### src/rtl/carry_accumulator.sv
// Pipelined carry-chain adder/accumulator: WIDTH-bit add split over SEGMENTS register stages,
// valid/ready handshake, internal accumulator. Define CARRY_ACCUM_SAT_EN to clamp on carry-out.
module carry_accumulator #(
    parameter int unsigned WIDTH    = 8,
    parameter int unsigned SEGMENTS = 2
) (
    input  logic             clk,
    input  logic             rst_n,
    input  logic             in_valid,
    output logic             in_ready,
    input  logic [1:0]       mode,
    input  logic [WIDTH-1:0] a,
    input  logic [WIDTH-1:0] b,
    input  logic             cin,
    output logic             out_valid,
    input  logic             out_ready,
    output logic [WIDTH-1:0] sum,
    output logic             cout,
    output logic             sat,
    output logic [WIDTH-1:0] acc
);

    localparam int unsigned SegW = WIDTH / SEGMENTS;
    localparam int unsigned SumW = SegW + 1;
    localparam int unsigned Last = SEGMENTS - 1;

    localparam logic [1:0] OpAdd  = 2'b00;
    localparam logic [1:0] OpAcc  = 2'b01;
    localparam logic [1:0] OpLoad = 2'b10;

    // Stage k register: w holds result slices 0..k and operand-A slices above k.
    logic [SEGMENTS-1:0]            valid_q, valid_d;
    logic [SEGMENTS-1:0][1:0]       op_q, op_d;
    logic [SEGMENTS-1:0][WIDTH-1:0] w_q, w_in, w_d;
    logic [SEGMENTS-1:0][WIDTH-1:0] y_q, y_d;
    logic [SEGMENTS-1:0]            c_q, c_in, c_d;
    logic [SEGMENTS-1:0][SegW:0]    seg_sum;
    logic [WIDTH-1:0]               acc_q;
    logic [1:0]                     op_dec;
    logic                           stall, acc_busy, accept, acc_wr, sat_d;
    logic                           unused_bits;

    assign stall    = valid_q[Last] && !out_ready;
    assign in_ready = !stall && !acc_busy;
    assign accept   = in_valid && in_ready;

    always_comb begin
        acc_busy = 1'b0;
        for (int k = 0; k < int'(SEGMENTS) - 1; k++) begin
            if (valid_q[k] && (op_q[k] != OpAdd)) begin
                acc_busy = 1'b1;
            end
        end
    end

    always_comb begin
        op_dec = OpAdd;
        unique case (mode)
            2'b01:   op_dec = OpAcc;
            2'b10:   op_dec = OpLoad;
            default: op_dec = OpAdd;
        endcase
    end

    // Stage inputs: stage 0 from the ports, stage k from stage k-1.
    always_comb begin
        valid_d = '0;
        op_d    = '0;
        w_in    = '0;
        y_d     = '0;
        c_in    = '0;
        valid_d[0] = accept;
        op_d[0]    = op_dec;
        w_in[0]    = a;
        c_in[0]    = (op_dec == OpLoad) ? 1'b0 : cin;
        unique case (op_dec)
            OpAcc:   y_d[0] = acc_q;
            OpLoad:  y_d[0] = '0;
            default: y_d[0] = b;
        endcase
        for (int k = 1; k < int'(SEGMENTS); k++) begin
            valid_d[k] = valid_q[k-1];
            op_d[k]    = op_q[k-1];
            w_in[k]    = w_q[k-1];
            y_d[k]     = y_q[k-1];
            c_in[k]    = c_q[k-1];
        end
    end

    always_comb begin
        seg_sum = '0;
        w_d     = w_in;
        c_d     = '0;
        sat_d   = 1'b0;
        for (int k = 0; k < int'(SEGMENTS); k++) begin
            seg_sum[k] = {1'b0, w_in[k][k*SegW +: SegW]} + {1'b0, y_d[k][k*SegW +: SegW]}
                       + SumW'(c_in[k]);
            w_d[k][k*SegW +: SegW] = seg_sum[k][SegW-1:0];
            c_d[k] = seg_sum[k][SegW];
        end
`ifdef CARRY_ACCUM_SAT_EN
        sat_d = c_d[Last] && (op_d[Last] != OpLoad);
        if (sat_d) begin
            w_d[Last] = '1;
        end
`endif
    end

    assign acc_wr = valid_d[Last] && (op_d[Last] != OpAdd);

    // A stall freezes every stage; data registers only load when a valid op moves in.
    always_ff @(posedge clk or negedge rst_n) begin
        if (!rst_n) begin
            valid_q <= '0;
            op_q    <= '0;
            w_q     <= '0;
            y_q     <= '0;
            c_q     <= '0;
            acc_q   <= '0;
        end else if (!stall) begin
            valid_q <= valid_d;
            for (int k = 0; k < int'(SEGMENTS); k++) begin
                if (valid_d[k]) begin
                    op_q[k] <= op_d[k];
                    w_q[k]  <= w_d[k];
                    y_q[k]  <= y_d[k];
                    c_q[k]  <= c_d[k];
                end
            end
            if (acc_wr) begin
                acc_q <= w_d[Last];
            end
        end
    end

`ifdef CARRY_ACCUM_SAT_EN
    logic sat_q;

    always_ff @(posedge clk or negedge rst_n) begin
        if (!rst_n) begin
            sat_q <= 1'b0;
        end else if (!stall && valid_d[Last]) begin
            sat_q <= sat_d;
        end
    end

    assign sat = sat_q;
`else
    assign sat = 1'b0;
`endif

    // Operand-B slices already consumed and last-stage op/operand copies have no reader.
    assign unused_bits = ^{y_d, y_q[Last], op_q[Last], sat_d};

    assign out_valid = valid_q[Last];
    assign sum       = w_q[Last];
    assign cout      = c_q[Last];
    assign acc       = acc_q;

endmodule

### config.mk
export PLATFORM = sky130hd
export DESIGN_NAME = carry_accumulator
export DESIGN_NICKNAME = d
export VERILOG_FILES = /design/src/rtl/carry_accumulator.sv
export SDC_FILE = /design/constraint.sdc
export NUM_CORES = 1
export LEC_CHECK = 0
export ABC_CLOCK_PERIOD_IN_PS = 1590
export BUFFER_PORTS_ARGS = -buffer_cell sky130_fd_sc_hd__buf_2
export CAP_MARGIN = 20
export CORE_MARGIN = 2
export CORE_UTILIZATION = 35
export CTS_BUF_LIST = sky130_fd_sc_hd__clkbuf_4 sky130_fd_sc_hd__clkbuf_8
export DETAILED_ROUTE_END_ITERATION = 12
export PLACE_DENSITY_LB_ADDON = 0.05
export REMOVE_ABC_BUFFERS = 1
export SLEW_MARGIN = 20
export SYNTH_ARGS = -nofsm -noshare
export SYNTH_HDL_FRONTEND = slang
export SYNTH_SLANG_ARGS = --single-unit
export TNS_END_PERCENT = 100
### constraint.sdc
create_clock -name clk -period 1.59 [get_ports clk]
set_input_delay 0.318 -clock clk [delete_from_list [all_inputs] [get_ports clk]]
set_output_delay 0.318 -clock clk [all_outputs]
set_load 0.03 [all_outputs]
==> results.toml, run 1 <==
[synth]
yosysSeqAreaShare_pct = 49.2
synth_area_sq_um = 1730
ys.warnings.count = 0
yosysUniqueCellTypes = 25
synth_seq_cells = 34
syn_inst = 155
synth_area_per_cell_sq_um = 11.2

[sta]
clock.fmax_mhz = 556
fin_crit_sh_pct = 113
setup_ws_ps = -209
hold_viol = 0
post-route-min-period_ps = 1800
rsz0062_at_grt = "yes"
setup_viol = 6
slew_violations = 0
fin_skew_ps = 4.80
fin_hold_ws_ps = 67.7

[clock_network]
cts_tree = "built"
cts_max_level = 2
cts_buffers = 5
cts_max_path_buffers = 2
path_clk_slew_ps = 70
clkSinkCount = 34
hold_buffers = 0
root_buffer = "clkbuf_8"
clk_latency_ps = 280

[layout]
multi_input_area_sq_um = 900
nets = 250
final_cells = 282
final_layout_size_suffix_gt1_share_pct = 52.1
antenna_cells = 0
final_cell_mix = "39 x buf_2, 34 x dfrtp_1, 24 x nand2_1, 16 x mux2_2, 16 x buf_4"
syn2layout_area_growth_pct = 34.5
n_fill_cell = 471
seqCellArea_sq_um = 851
final_common_cell = "buf_2"

[placement]
dp_slack_ps = -647
dp_hpwl_microns = 2740
gp_congestion = 0.768
placed_cells = 272
io_buffers = 41

[global_route]
grt_antenna_before_repair = 0
grt_overflow_total = 0
grt_pass1_wl_microns = 6490
grt_max_degree = 35
grt_pass1_vias = 1371
grt.total_usage_pct = 15.9

[routing]
post_drt_via_cell_ratio = 4.60
avgRoutedWirePerCell_microns = 14.0
firstDrtPassIters = 4
drc = 0
vias = 1298
drt-initial-drc-count = 28
wirelength_microns = 3940
postRouteAntennaNets = 0

[setup_path]
critPathLaunch = "acc[0]"
startpoint_type = "flip-flop"
r2r-start = "acc[0]"
worst_setup_path_end_kind = "flip-flop"
cpMostUsedCell = "fa_2"
crit_end = "w_d[9]"
required_ps = 1750
crit_arrival_ps = 1960
r2r-end = "w_d[9]"
crit_path_max_incr_delay_ps = 410
path_max_fanout = 2
crit_chain = "nand2_2 -> nor2_2 -> a21oi_2 -> fa_2 -> inv_2 -> fa_2 -> mux2_4"
r2r_slack_ps = -210
ff2ff_path_depth = 7
crit_slowest_cell = "fa_2"
worstSetupPathType = "reg -> reg"

[status]
status = "complete, but fails checks"
violations = "setup timing"

[floorplan]
dieArea_sq_um = 5520
die_y_microns = 74.3
pin_count = 43
core-area_sq_um = 4750
rows = 25
die_x_microns = 74.3
start_util_pct = 36.4

[power]
p_leak_nw = 1.14
vdd_drop_max_uv = 788
pwr_density_cell_nw_per_um2 = 1910

[flow_run]
maxCapViolCount = 0

[min_path]
min_path_type = "in -> async"
layer usage:
metal / global-route usage, % / up-vias / share of wire (%)
met3: 4.20 / 4 / 4.0
met2: 26.2 / 28 / 49
met5: 0 / - / 0
met1: 20.5 / 637 / 46
li1: - / 629 / -
met4: 5.16 / 0 / 0.96
stage by stage:
stage / power, W / instance area [sq um] / setup TNS [ps] / utilization, %
floorplan: 0.00290 / 1690 / -2170 / -
global placement: 0.00352 / 2100 / -2820 / 44.1
detailed placement: 0.00359 / 2100 / -3150 / 44.1
CTS: 0.00442 / 2270 / -584 / 47.7
global route: 0.00478 / 2330 / -1040 / 48.9
finish: 0.00444 / 2330 / -638 / 48.9
what timing repair did:
| item | in CTS | in global routing |
|---|---|---|
| endpoints found under the setup margin | 11 | 12 |
| resized for setup | 24 | 14 |
| buffers inserted | 0 | 3 |
| pin swaps | 12 | 10 |
where the power goes:
part / internal [W] / switching, W
logic: 0.000986 / 0.00125
clock network: 0.000366 / 0.000307
registers: 0.00126 / 0.000271
kinds of logic after synthesis:
family          count (synthesis)  share of synthesized area [%]
fa+ha+maj                      13                           11.1
flops                          34                           49.2
mux                            19                           13.0
buf+inv                        16                           4.34
other cells                     1                          0.217
xor+xnor                        4                           2.03
compound gates                 31                           10.2
simple gates                   37                           9.84
flip-flops by register name, indices dropped and copies added, names as in the netlist:
name,count
c_q,2
w_in,4
w_d,4
y_d,4
valid_q,2
acc,8
sum,8
op_d,2
worst min path at each step:
stage	endpoint	slack (ps)	depth (start not counted)
floorplan	acc[0]	20	0
global placement	op_d[2]	380	2
detailed placement	op_d[2]	380	2
CTS	op_d[2]	80	2
global route	valid_q[0]	100	2
finish	op_d[3]	70	2
worst max-delay path: cells and delay by family, from the launching register on:
family,cells,cell delay [ps]
muxes,1,270
DFF,1,370
adders and majority gates,2,760
AOI/OAI and AO/OA,1,50
buffers and inverters,1,70
and+or+nand+nor,2,170
synth_stat cells:
cell type,number,area [sq um]
buf_2,3,15.0
inv_1,9,33.8
a21o_1,3,22.5
mux2_2,16,180
o21ai_2,1,8.76
a21oi_1,9,45.0
nand3_4,1,17.5
and2_1,1,6.26
fa_1,4,80.1
xnor2_1,3,26.3
nand2b_1,2,12.5
conb_1,1,3.75
dfrtp_1,34,851
ha_1,9,113
buf_4,1,7.51
xor2_1,1,8.76
nor2_1,7,26.3
a211oi_1,1,7.51
o21ai_0,16,80.1
clkbuf_1,2,7.51
mux2_4,3,45.0
nand2_1,25,93.8
nand2b_4,1,13.8
buf_6,1,11.3
o211ai_2,1,12.5
layout make-up:
cell class,count,area share [%]
flip-flops and latches,34,36.6
clock inverters,1,0.215
repair buffers,59,15.5
multi-input cells,105,38.7
clock buffers,7,3.87
inverters,9,1.56
well taps,67,3.60
Power figures use the tool's default switching activity.
==> run 2, diff against run 1 <==
Settings changed: ABC_CLOCK_PERIOD_IN_PS 1590 to 1650.
Clock period 1.59 ns to 1.65 ns, I/O delays scaled along.
==> run 2 against run 1 <==
  * The run still ends with setup timing left
  * Critical path depth increased by 1
  * Core utilization decreased by 0.32 points
  * Global-route usage fell by 0.36 points
  * Hold slack improved by 10 ps
  * Register-to-register slack better by 40 ps
  * Clock power fell by 3.1%
  * Non-clock buffer count shrank 3
  * Setup slack better by 38 ps
  * Clock skew down 1.6 ps
  * Die area stayed put
  * Design area down 0.65%
  * First-iteration DRC count increased by 68%
==> results.toml, run 2 (same netlist as run 1, synthesis figures left out) <==
[setup_path]
worst_setup_path_end_kind = "flip-flop"
cpMostUsedCell = "fa_2"
crit_arrival_ps = 1980
crit_slowest_cell = "fa_2"
startpoint_type = "input port"
crit_chain = "buf_6 -> ha_4 -> nor2_4 -> a21oi_2 -> fa_2 -> inv_2 -> fa_2 -> mux2_4"
ff2ff_path_depth = 7
path_max_fanout = 4
required_ps = 1810
worstSetupPathType = "in -> reg"
crit_path_max_incr_delay_ps = 420

[routing]
avgRoutedWirePerCell_microns = 13.6
post_drt_via_cell_ratio = 4.53
drt-initial-drc-count = 47
firstDrtPassIters = 4
wirelength_microns = 3800
drc = 0
postRouteAntennaNets = 0
vias = 1264

[status]
violations = "setup timing"
status = "complete, but fails checks"

[placement]
io_buffers = 41
gp_congestion = 0.736
dp_hpwl_microns = 2670

[global_route]
grt.total_usage_pct = 15.5
grt_pass1_vias = 1352
grt_antenna_before_repair = 0
grt_pass1_wl_microns = 6420
use_met1_pct = 21.6
met3_usage_pct = 2.85
grt_max_degree = 35
grt_overflow_total = 0
use_met2_pct = 24.8
busiest_layer = "met2"

[layout]
final_cell_mix = "39 x buf_2, 34 x dfrtp_1, 24 x nand2_1, 16 x mux2_2, 11 x buf_4"
syn2layout_area_growth_pct = 33.6
final_layout_size_suffix_gt1_share_pct = 51.4
final_common_cell = "buf_2"
post-route-util_pct = 48.6
antenna_cells = 0
nets = 247

[floorplan]
die_y_microns = 74.3
rows = 25
die_x_microns = 74.3
core-area_sq_um = 4750
start_util_pct = 36.4
dieArea_sq_um = 5520
pin_count = 43

[sta]
fin_hold_ws_ps = 78.2
slew_headroom_pct = 56.3
fin_crit_sh_pct = 110
rsz0062_at_grt = "yes"
clock.fmax_mhz = 549
slew_violations = 0
setup_viol = 4
worst_pin_slew_ps = 653
hold_viol = 0
fin_skew_ps = 3.19
setup_ws_ps = -171
post-route-min-period_ps = 1820

[power]
p_switching_w = 0.00173
power.share.clock_pct = 15.6
combinationalPowerShare_pct = 49.1
internal_power_w = 0.00246
vdd_drop_max_uv = 945
p_sw_share_pct = 41.3
p_leak_nw = 1.13
pwr_density_cell_nw_per_um2 = 1810
power_frac_seq_pct = 35.3

[clock_network]
hold_buffers = 0
cts_tree = "built"
root_buffer = "clkbuf_8"
cts_buffers = 5
path_clk_slew_ps = 70
clk_latency_ps = 280
cts_max_path_buffers = 2
cts_max_level = 2
clkSinkCount = 34

[min_path]
min_path_type = "in -> async"

[flow_run]
maxCapViolCount = 0
-- run 2: cell types whose count changed in the layout (fill, tap and decap cells not counted) --
cell	previous run	this run
a21oi_1	5	4
nor2_2	2	1
ha_1	6	7
ha_4	3	2
nor2_4	0	1
a21oi_2	4	5
buf_8	0	1
buf_4	16	11
buf_6	4	5
-- run 2: what timing repair did --
action                     in CTS  in global routing
setup buffers                   0                  3
setup endpoints to repair       9                  9
gates resized for setup        20                 21
pin swaps                       8                 11
-- run 2: layout make-up --
| type | instances | area, sq um |
|---|---|---|
| fillers | 469 | 2440 |
| multi-input cells | 105 | 896 |
| flip-flops and latches | 34 | 851 |
| repair buffers | 56 | 349 |
| clock buffers | 7 | 90.1 |
| well taps | 67 | 83.8 |
| inverters | 9 | 36.3 |
| clock inverters | 1 | 5.00 |
-- run 2: per-layer routing --
layer / vias to the layer above / part of all wire [%]
li1: 624 / -
met1: 606 / 48
met2: 30 / 48
met3: 4 / 3.3
met4: 0 / 0.95
met5: - / 0
-- run 2: path summary, 6_finish.rpt --
kind	from	to	slack (ps)
max	mode[1]	w_d[9]	-170
min	rst_n	op_d[2]	80
max reg2reg	acc[0]	w_d[9]	-170
min reg2reg	sum[5]	sum[5]	480
max in group asynchronous	rst_n	sum[0]	1240
min in group clk	a[6]	w_in[14]	280
-- run 2: per-stage QoR --
step | setup TNS, ps | total power [W] | instance area, sq um | cells | setup slack, ps
after floorplan | -1920 | 0.00279 | 1690 | 148 | -584
after global placement | -2320 | 0.00335 | 2070 | 269 | -569
after detailed placement | -2540 | 0.00341 | 2070 | 269 | -616
after CTS | -360 | 0.00414 | 2240 | 277 | -153
after global routing | -851 | 0.00450 | 2310 | 279 | -229
final | -401 | 0.00418 | 2310 | 279 | -171
-- run 2: power by group through the flow --
| stage | Clock [W] | Sequential [W] | Combinational [W] |
|---|---|---|---|
| after global routing | 0.000702 | 0.00154 | 0.00226 |
| after detailed placement | 0 | 0.00149 | 0.00192 |
| after floorplan | 0 | 0.00186 | 0.000929 |
| after global placement | 0 | 0.00147 | 0.00188 |
| after CTS | 0.000670 | 0.00148 | 0.00199 |
| final | 0.000653 | 0.00148 | 0.00206 |
-- run 2: critical path, delay by kind of cell --
family | cells | cell delay (ps)
fa+ha+maj | 3 | 1080
mux | 1 | 270
compound gates | 1 | 50
simple gates | 1 | 100
buf+inv | 2 | 160
